File: src/rtl/key_time_set_ctrl_pkg.sv
// Shared definitions for the clock-setting controller: key codes, FSM encoding,
// per-digit limits and BCD digit access helpers.
package key_ctrl_pkg;

  localparam logic [3:0] KEY_A = 4'hA;
  localparam logic [3:0] KEY_B = 4'hB;
  localparam logic [3:0] KEY_C = 4'hC;
  localparam logic [3:0] KEY_D = 4'hD;
  localparam logic [3:0] KEY_E = 4'hE;
  localparam logic [3:0] KEY_F = 4'hF;
  localparam logic [3:0] KEY_DIGIT_MAX = 4'd9;

  typedef enum logic [2:0] {
    ST_IDLE = 3'b001,
    ST_EDIT = 3'b010,
    ST_LOAD = 3'b100
  } state_t;

  localparam logic [3:0] LIM_H1    = 4'd2;
  localparam logic [3:0] LIM_H0    = 4'd9;
  localparam logic [3:0] LIM_H0_20 = 4'd3;
  localparam logic [3:0] LIM_M1    = 4'd5;
  localparam logic [3:0] LIM_M0    = 4'd9;
  localparam logic [3:0] LIM_S1    = 4'd5;
  localparam logic [3:0] LIM_S0    = 4'd9;

  localparam logic [2:0] CUR_H1 = 3'd0;
  localparam logic [2:0] CUR_H0 = 3'd1;
  localparam logic [2:0] CUR_M1 = 3'd2;
  localparam logic [2:0] CUR_M0 = 3'd3;
  localparam logic [2:0] CUR_S1 = 3'd4;
  localparam logic [2:0] CUR_S0 = 3'd5;

  // Cursor 0 addresses the most significant nibble (H1) of {H1,H0,M1,M0,S1,S0}.
  function automatic logic [3:0] get_digit(input logic [23:0] t, input logic [2:0] idx);
    case (idx)
      CUR_H1:  get_digit = t[23:20];
      CUR_H0:  get_digit = t[19:16];
      CUR_M1:  get_digit = t[15:12];
      CUR_M0:  get_digit = t[11:8];
      CUR_S1:  get_digit = t[7:4];
      default: get_digit = t[3:0];
    endcase
  endfunction

  function automatic logic [23:0] put_digit(input logic [23:0] t, input logic [2:0] idx,
                                            input logic [3:0] d);
    put_digit = t;
    case (idx)
      CUR_H1:  put_digit[23:20] = d;
      CUR_H0:  put_digit[19:16] = d;
      CUR_M1:  put_digit[15:12] = d;
      CUR_M0:  put_digit[11:8]  = d;
      CUR_S1:  put_digit[7:4]   = d;
      default: put_digit[3:0]   = d;
    endcase
  endfunction

  function automatic logic [3:0] digit_limit(input logic [2:0] idx, input logic [3:0] h1);
    case (idx)
      CUR_H1:  digit_limit = LIM_H1;
      CUR_H0:  digit_limit = (h1 == LIM_H1) ? LIM_H0_20 : LIM_H0;
      CUR_M1:  digit_limit = LIM_M1;
      CUR_M0:  digit_limit = LIM_M0;
      CUR_S1:  digit_limit = LIM_S1;
      default: digit_limit = LIM_S0;
    endcase
  endfunction

endpackage

File: src/rtl/key_time_set_ctrl_idle_timer.sv
// Inactivity down-counter: reload arms it, it counts while run is high and
// flags expiry on the last idle cycle unless a reload arrives in that cycle.
module key_idle_timer #(
  parameter logic [23:0] TIMEOUT_CYCLES = 24'd12_000_000
) (
  input  logic CLK,
  input  logic RST,
  input  logic reload,
  input  logic run,
  output logic expire
);

  localparam int unsigned W = $clog2(TIMEOUT_CYCLES + 1);
  localparam logic [W-1:0] LOAD_VAL = W'(TIMEOUT_CYCLES);

  logic [W-1:0] count_q;

  always_ff @(posedge CLK) begin
    if (RST) begin
      count_q <= '0;
    end else if (reload) begin
      count_q <= LOAD_VAL;
    end else if (!run) begin
      count_q <= '0;
    end else if (count_q != '0) begin
      count_q <= count_q - W'(1);
    end
  end

  assign expire = run && !reload && (count_q == W'(1));

endmodule

File: src/rtl/key_time_set_ctrl.sv
// Keypad-driven HH:MM:SS setting controller: edits a BCD buffer digit by digit
// and pulses SET_LOAD on commit.
module key_time_set_ctrl
  import key_ctrl_pkg::*;
#(
  parameter logic [23:0] TIMEOUT_CYCLES = 24'd12_000_000
) (
  input  logic        CLK,
  input  logic        RST,
  input  logic [3:0]  KEY_Value,
  input  logic        Value_en,
  input  logic [23:0] CUR_TIME,
  output logic [23:0] SET_TIME,
  output logic        SET_LOAD,
  output logic        EDIT_MODE,
  output logic [2:0]  CURSOR,
  output logic        KEY_REJECT
);

  state_t      state_q, state_d;
  logic [23:0] time_q, time_d;
  logic [2:0]  cur_q, cur_d, cur_inc, cur_dec;
  logic        rej_q, rej_d, edit_q, load_q;
  logic        expire;
  logic [3:0]  lim;
  logic        force_h0;

  key_idle_timer #(.TIMEOUT_CYCLES(TIMEOUT_CYCLES)) u_timer (
    .CLK    (CLK),
    .RST    (RST),
    .reload (Value_en),
    .run    (state_q == ST_EDIT),
    .expire (expire)
  );

  always_ff @(posedge CLK) begin
    if (RST) begin
      state_q <= ST_IDLE;
      time_q  <= '0;
      cur_q   <= CUR_H1;
      rej_q   <= 1'b0;
      edit_q  <= 1'b0;
      load_q  <= 1'b0;
    end else begin
      state_q <= state_d;
      time_q  <= time_d;
      cur_q   <= cur_d;
      rej_q   <= rej_d;
      edit_q  <= (state_d != ST_IDLE);
      load_q  <= (state_d == ST_LOAD);
    end
  end

  // A key in the expiry cycle wins: the timer suppresses expire on reload.
  always_comb begin
    state_d = state_q;
    case (state_q)
      ST_IDLE: if (Value_en && KEY_Value == KEY_A) state_d = ST_EDIT;
      ST_EDIT: begin
        if (Value_en) begin
          if (KEY_Value == KEY_B)      state_d = ST_LOAD;
          else if (KEY_Value == KEY_C) state_d = ST_IDLE;
        end else if (expire) begin
          state_d = ST_IDLE;
        end
      end
      default: state_d = ST_IDLE;
    endcase
  end

  always_comb begin
    time_d   = time_q;
    cur_d    = cur_q;
    rej_d    = 1'b0;
    cur_inc  = (cur_q == CUR_S0) ? CUR_H1 : cur_q + 3'd1;
    cur_dec  = (cur_q == CUR_H1) ? CUR_S0 : cur_q - 3'd1;
    lim      = digit_limit(cur_q, get_digit(time_q, CUR_H1));
    force_h0 = (cur_q == CUR_H1) && (KEY_Value == LIM_H1) &&
               (get_digit(time_q, CUR_H0) > LIM_H0_20);
    case (state_q)
      ST_IDLE: begin
        if (Value_en) begin
          if (KEY_Value == KEY_A) begin
            time_d = CUR_TIME;
            cur_d  = CUR_H1;
          end else begin
            rej_d = 1'b1;
          end
        end
      end
      ST_EDIT: begin
        if (Value_en) begin
          if (KEY_Value <= KEY_DIGIT_MAX) begin
            if (KEY_Value <= lim) begin
              time_d = force_h0
                     ? put_digit(put_digit(time_q, cur_q, KEY_Value), CUR_H0, LIM_H0_20)
                     : put_digit(time_q, cur_q, KEY_Value);
              cur_d  = cur_inc;
            end else begin
              rej_d = 1'b1;
            end
          end else begin
            case (KEY_Value)
              KEY_A: rej_d = 1'b1;
              KEY_D: cur_d = cur_dec;
              KEY_E: cur_d = cur_inc;
              KEY_F: begin
                time_d = '0;
                cur_d  = CUR_H1;
              end
              default: ;
            endcase
          end
        end
      end
      default: ;
    endcase
  end

  assign SET_TIME   = time_q;
  assign SET_LOAD   = load_q;
  assign EDIT_MODE  = edit_q;
  assign CURSOR     = cur_q;
  assign KEY_REJECT = rej_q;

endmodule

File: config.mk
export PLATFORM = sky130hd
export DESIGN_NAME = key_time_set_ctrl
export DESIGN_NICKNAME = d
export VERILOG_FILES = /design/src/rtl/key_time_set_ctrl_pkg.sv /design/src/rtl/key_time_set_ctrl_idle_timer.sv /design/src/rtl/key_time_set_ctrl.sv
export SDC_FILE = /design/constraint.sdc
export NUM_CORES = 1
export LEC_CHECK = 0
export ABC_AREA = 1
export BUFFER_PORTS_ARGS = -buffer_cell sky130_fd_sc_hd__buf_2
export CORE_UTILIZATION = 57
export CTS_CLUSTER_DIAMETER = 150
export CTS_CLUSTER_SIZE = 40
export DETAILED_ROUTE_END_ITERATION = 12
export PLACE_DENSITY = 0.81
export SETUP_SLACK_MARGIN = 0.15
export SKIP_CTS_REPAIR_TIMING = 1
export SLEW_MARGIN = 10
export SYNTH_ARGS = -nofsm -noshare
export SYNTH_HDL_FRONTEND = slang
export SYNTH_HIERARCHICAL = 1
export SYNTH_SLANG_ARGS = --single-unit
File: constraint.sdc
create_clock -name CLK -period 2.45 [get_ports CLK]
set_clock_uncertainty 0.05 [all_clocks]
set_input_delay 0.1225 -clock CLK [delete_from_list [all_inputs] [get_ports CLK]]
set_output_delay 0.1225 -clock CLK [all_outputs]
set_load 0.1 [all_outputs]
==> run metrics <==
status complete, no violations; Clock Tree Root clkbuf_8; Slew @ Worst Pin 570 ps; Slew HR 0.617; Area growth syn-to-layout 22.8%; fin nets 692; row count 28; Vias 3,951; MaxCap Viol Count 0; register area share after synthesis 0.312; HP Start Value_en; Routed Antenna Nets 0; GR Util met2 0.440; Yosys top cell by area dfxtp_1; commonest non-fill, non-tap cells in the layout nand2_1 (137), nor2_1 (92), inv_1 (75); Async SR Flop Fraction 0; Multi-input gate area 2270 um2; Power Dens Cells 535 nW/um2; WP data arrival 2390 ps; utilization after layout 0.741; most frequent cell on the critical path nand2_1; worst setup path class reg2reg; Seq cells post-synth 57; CP bufs+invs 1; peak supply drop 0.473 mV; crit share post-route 0.899; R2R Setup Slk 250 ps; commonest non-fill, non-tap cell in the layout nand2_1; first-pass GRT wire length 14,900 um; Post-Synthesis Cells 588; Setup crit start kind flop; dominant synthesized flop cell dfxtp_1; Unique masters post-synth 33; cts bufs inserted 9; met1 Use GR 0.396; Clk pin slew, worst setup/hold paths 70 ps; First-pass DRT Iterations 5; Initial Util 0.603; total track usage 0.292; Port-buffer cells 60; vias in the first global route 3,304; Die X 82.1 um; share of layout cells above drive strength 1 0.258; final setup fails 0; clk_lat worst skew 350 ps; Top Family by Delay on Critical Path simple AND/OR/NAND/NOR gates; number of H-tree levels 3; Net Count, Synth 627; Leak 2.27 nW; routed wire length per instance 13.2 um; Hold Crit Depth 3; total core area 6060 um2; CP endpoint kind flop; FF-to-FF End CURSOR[0]; Die Y 82.1 um; CTS tree done; Detailed Route Iter0 Violations 359; ranking of synthesized cells by area dfxtp_1 (31%), nand2_1 (16%), nor2_1 (9.9%), inv_1 (8.4%), a21oi_1 (4.9%); clk sinks 57; fillcell total 491; reg-to-reg startpoint SET_TIME[22]; register area 1160 um2; Hold Path End KEY_REJECT; Overflow after GRT 0; biggest cell delay along the critical path 380 ps; Worst path slowest cell o41ai_4; Crit path required time 2630 ps; synthesized cell area 3660 um2; CP Max Fanout 8; Syn Area/Cell 6.22 um2; Worst R2R Path Depth 12; unrepaired setup endpoints after global routing true; CTS Buffer Depth 2; initial antenna violation count 0; pin count of the biggest net entering global routing 31; min cycle time layout 2200 ps; die area 6740 um2; hold crit path type in2reg; I/O Pins 61; synth warn 6; Antenna diodes 0; Max Slew Vio Count 0; Post-synth EDFFs 0; gpl congestion 0.953; Routed WL 9670 um; vias per cell 5.39; global route hottest layer met2; # DRC 0; detailed-placement wirelength estimate 6780 um; met3 Use GR 0.0822; maximum operating frequency 454 MHz; CP cell instances o41ai_4 -> nand3_1 -> ha_1 -> nand2_1 -> nand2_1 -> nand2_1 -> nand2_2 -> nand3_4 -> buf_12 -> nand2_8 -> o21ai_0 -> nor2_1; post-synth top area share 0.312; Hold Vio Cnt, Final 0; setup_tns 0 ps
worst min-delay path, cell delays in order:
cell and delay, ps:
buf_2 140, o2111ai_1 100, a21oi_1 50
layer usage:
layer  wire [um]  up-vias
met5           0        -
met4         126        0
met3         689       15
met2        4420      147
met1        4430     1797
li1            -     1992
stage by stage:
stage	worst slack (ps)	hold WS [ps]	power, mW	instances	instance area [um2]
2_1_floorplan	205	152	1.34	588	3680
3_3_place_gp	320	398	1.43	715	4040
3_5_place_dp	214	406	1.44	715	4040
4_1_cts	208	58.9	2.38	731	4260
5_1_grt	84.0	70.3	2.50	733	4490
6_report	247	68.2	2.40	733	4490
state kept, by name (all words and copies together) (netlist names):
register	flops
SET_TIME	24
SET_LOAD	1
EDIT_MODE	1
CURSOR	3
state_q	3
KEY_REJECT	1
u_timer/count_q	24
cells in the mapped netlist (all sizes together), types with 2 or more instances:
cell and instances:
inv 88, xor2 3, nand3 42, or2 2
clkbuf 5, a21oi 36, nand3b 2, dfxtp 57
o21bai 2, nand4 27, nor2 113, nor3 10
nand2 162, ha 8, o21ai 11, clkinv 3
xnor2 4, buf 9
power by group:
group / internal, mW / switching (mW) / total [mW]
logic: 0.128 / 0.340 / 0.468
registers: 0.954 / 0.0254 / 0.979
clock network: 0.558 / 0.394 / 0.952
total: 1.64 / 0.760 / 2.40
area by class of cell:
type	instances	share of cell area
multi-input combinational	426	0.506
sequential	57	0.258
timing repair buffer	68	0.0909
inverter	91	0.0761
clock buffer	12	0.0371
tap	75	0.0209
clock inverter	4	0.0109
worst max-delay path by stage:
stage,startpoint,endpoint,slack (ps),cells past startpoint
after floorplan,SET_TIME[21],CURSOR[0],200,14
after global placement,SET_TIME[21],CURSOR[1],320,13
after detailed placement,SET_TIME[21],CURSOR[0],210,14
after CTS,SET_TIME[21],CURSOR[0],210,14
after global routing,SET_TIME[22],SET_TIME[22],80,12
final,SET_TIME[22],CURSOR[0],250,12
cell families (layout without fill, tap and decap cells):
logic type / Yosys count / count (layout) / synth area share
flip-flops: 57 / 57 / 0.312
AND/OR/NAND/NOR: 359 / 359 / 0.451
buffers and inverters: 105 / 175 / 0.117
adder cells (fa/ha/maj): 8 / 8 / 0.0274
XOR/XNOR: 7 / 7 / 0.0168
AO/OA/AOI/OAI: 52 / 52 / 0.0756
(Power assumes the default switching activity.)
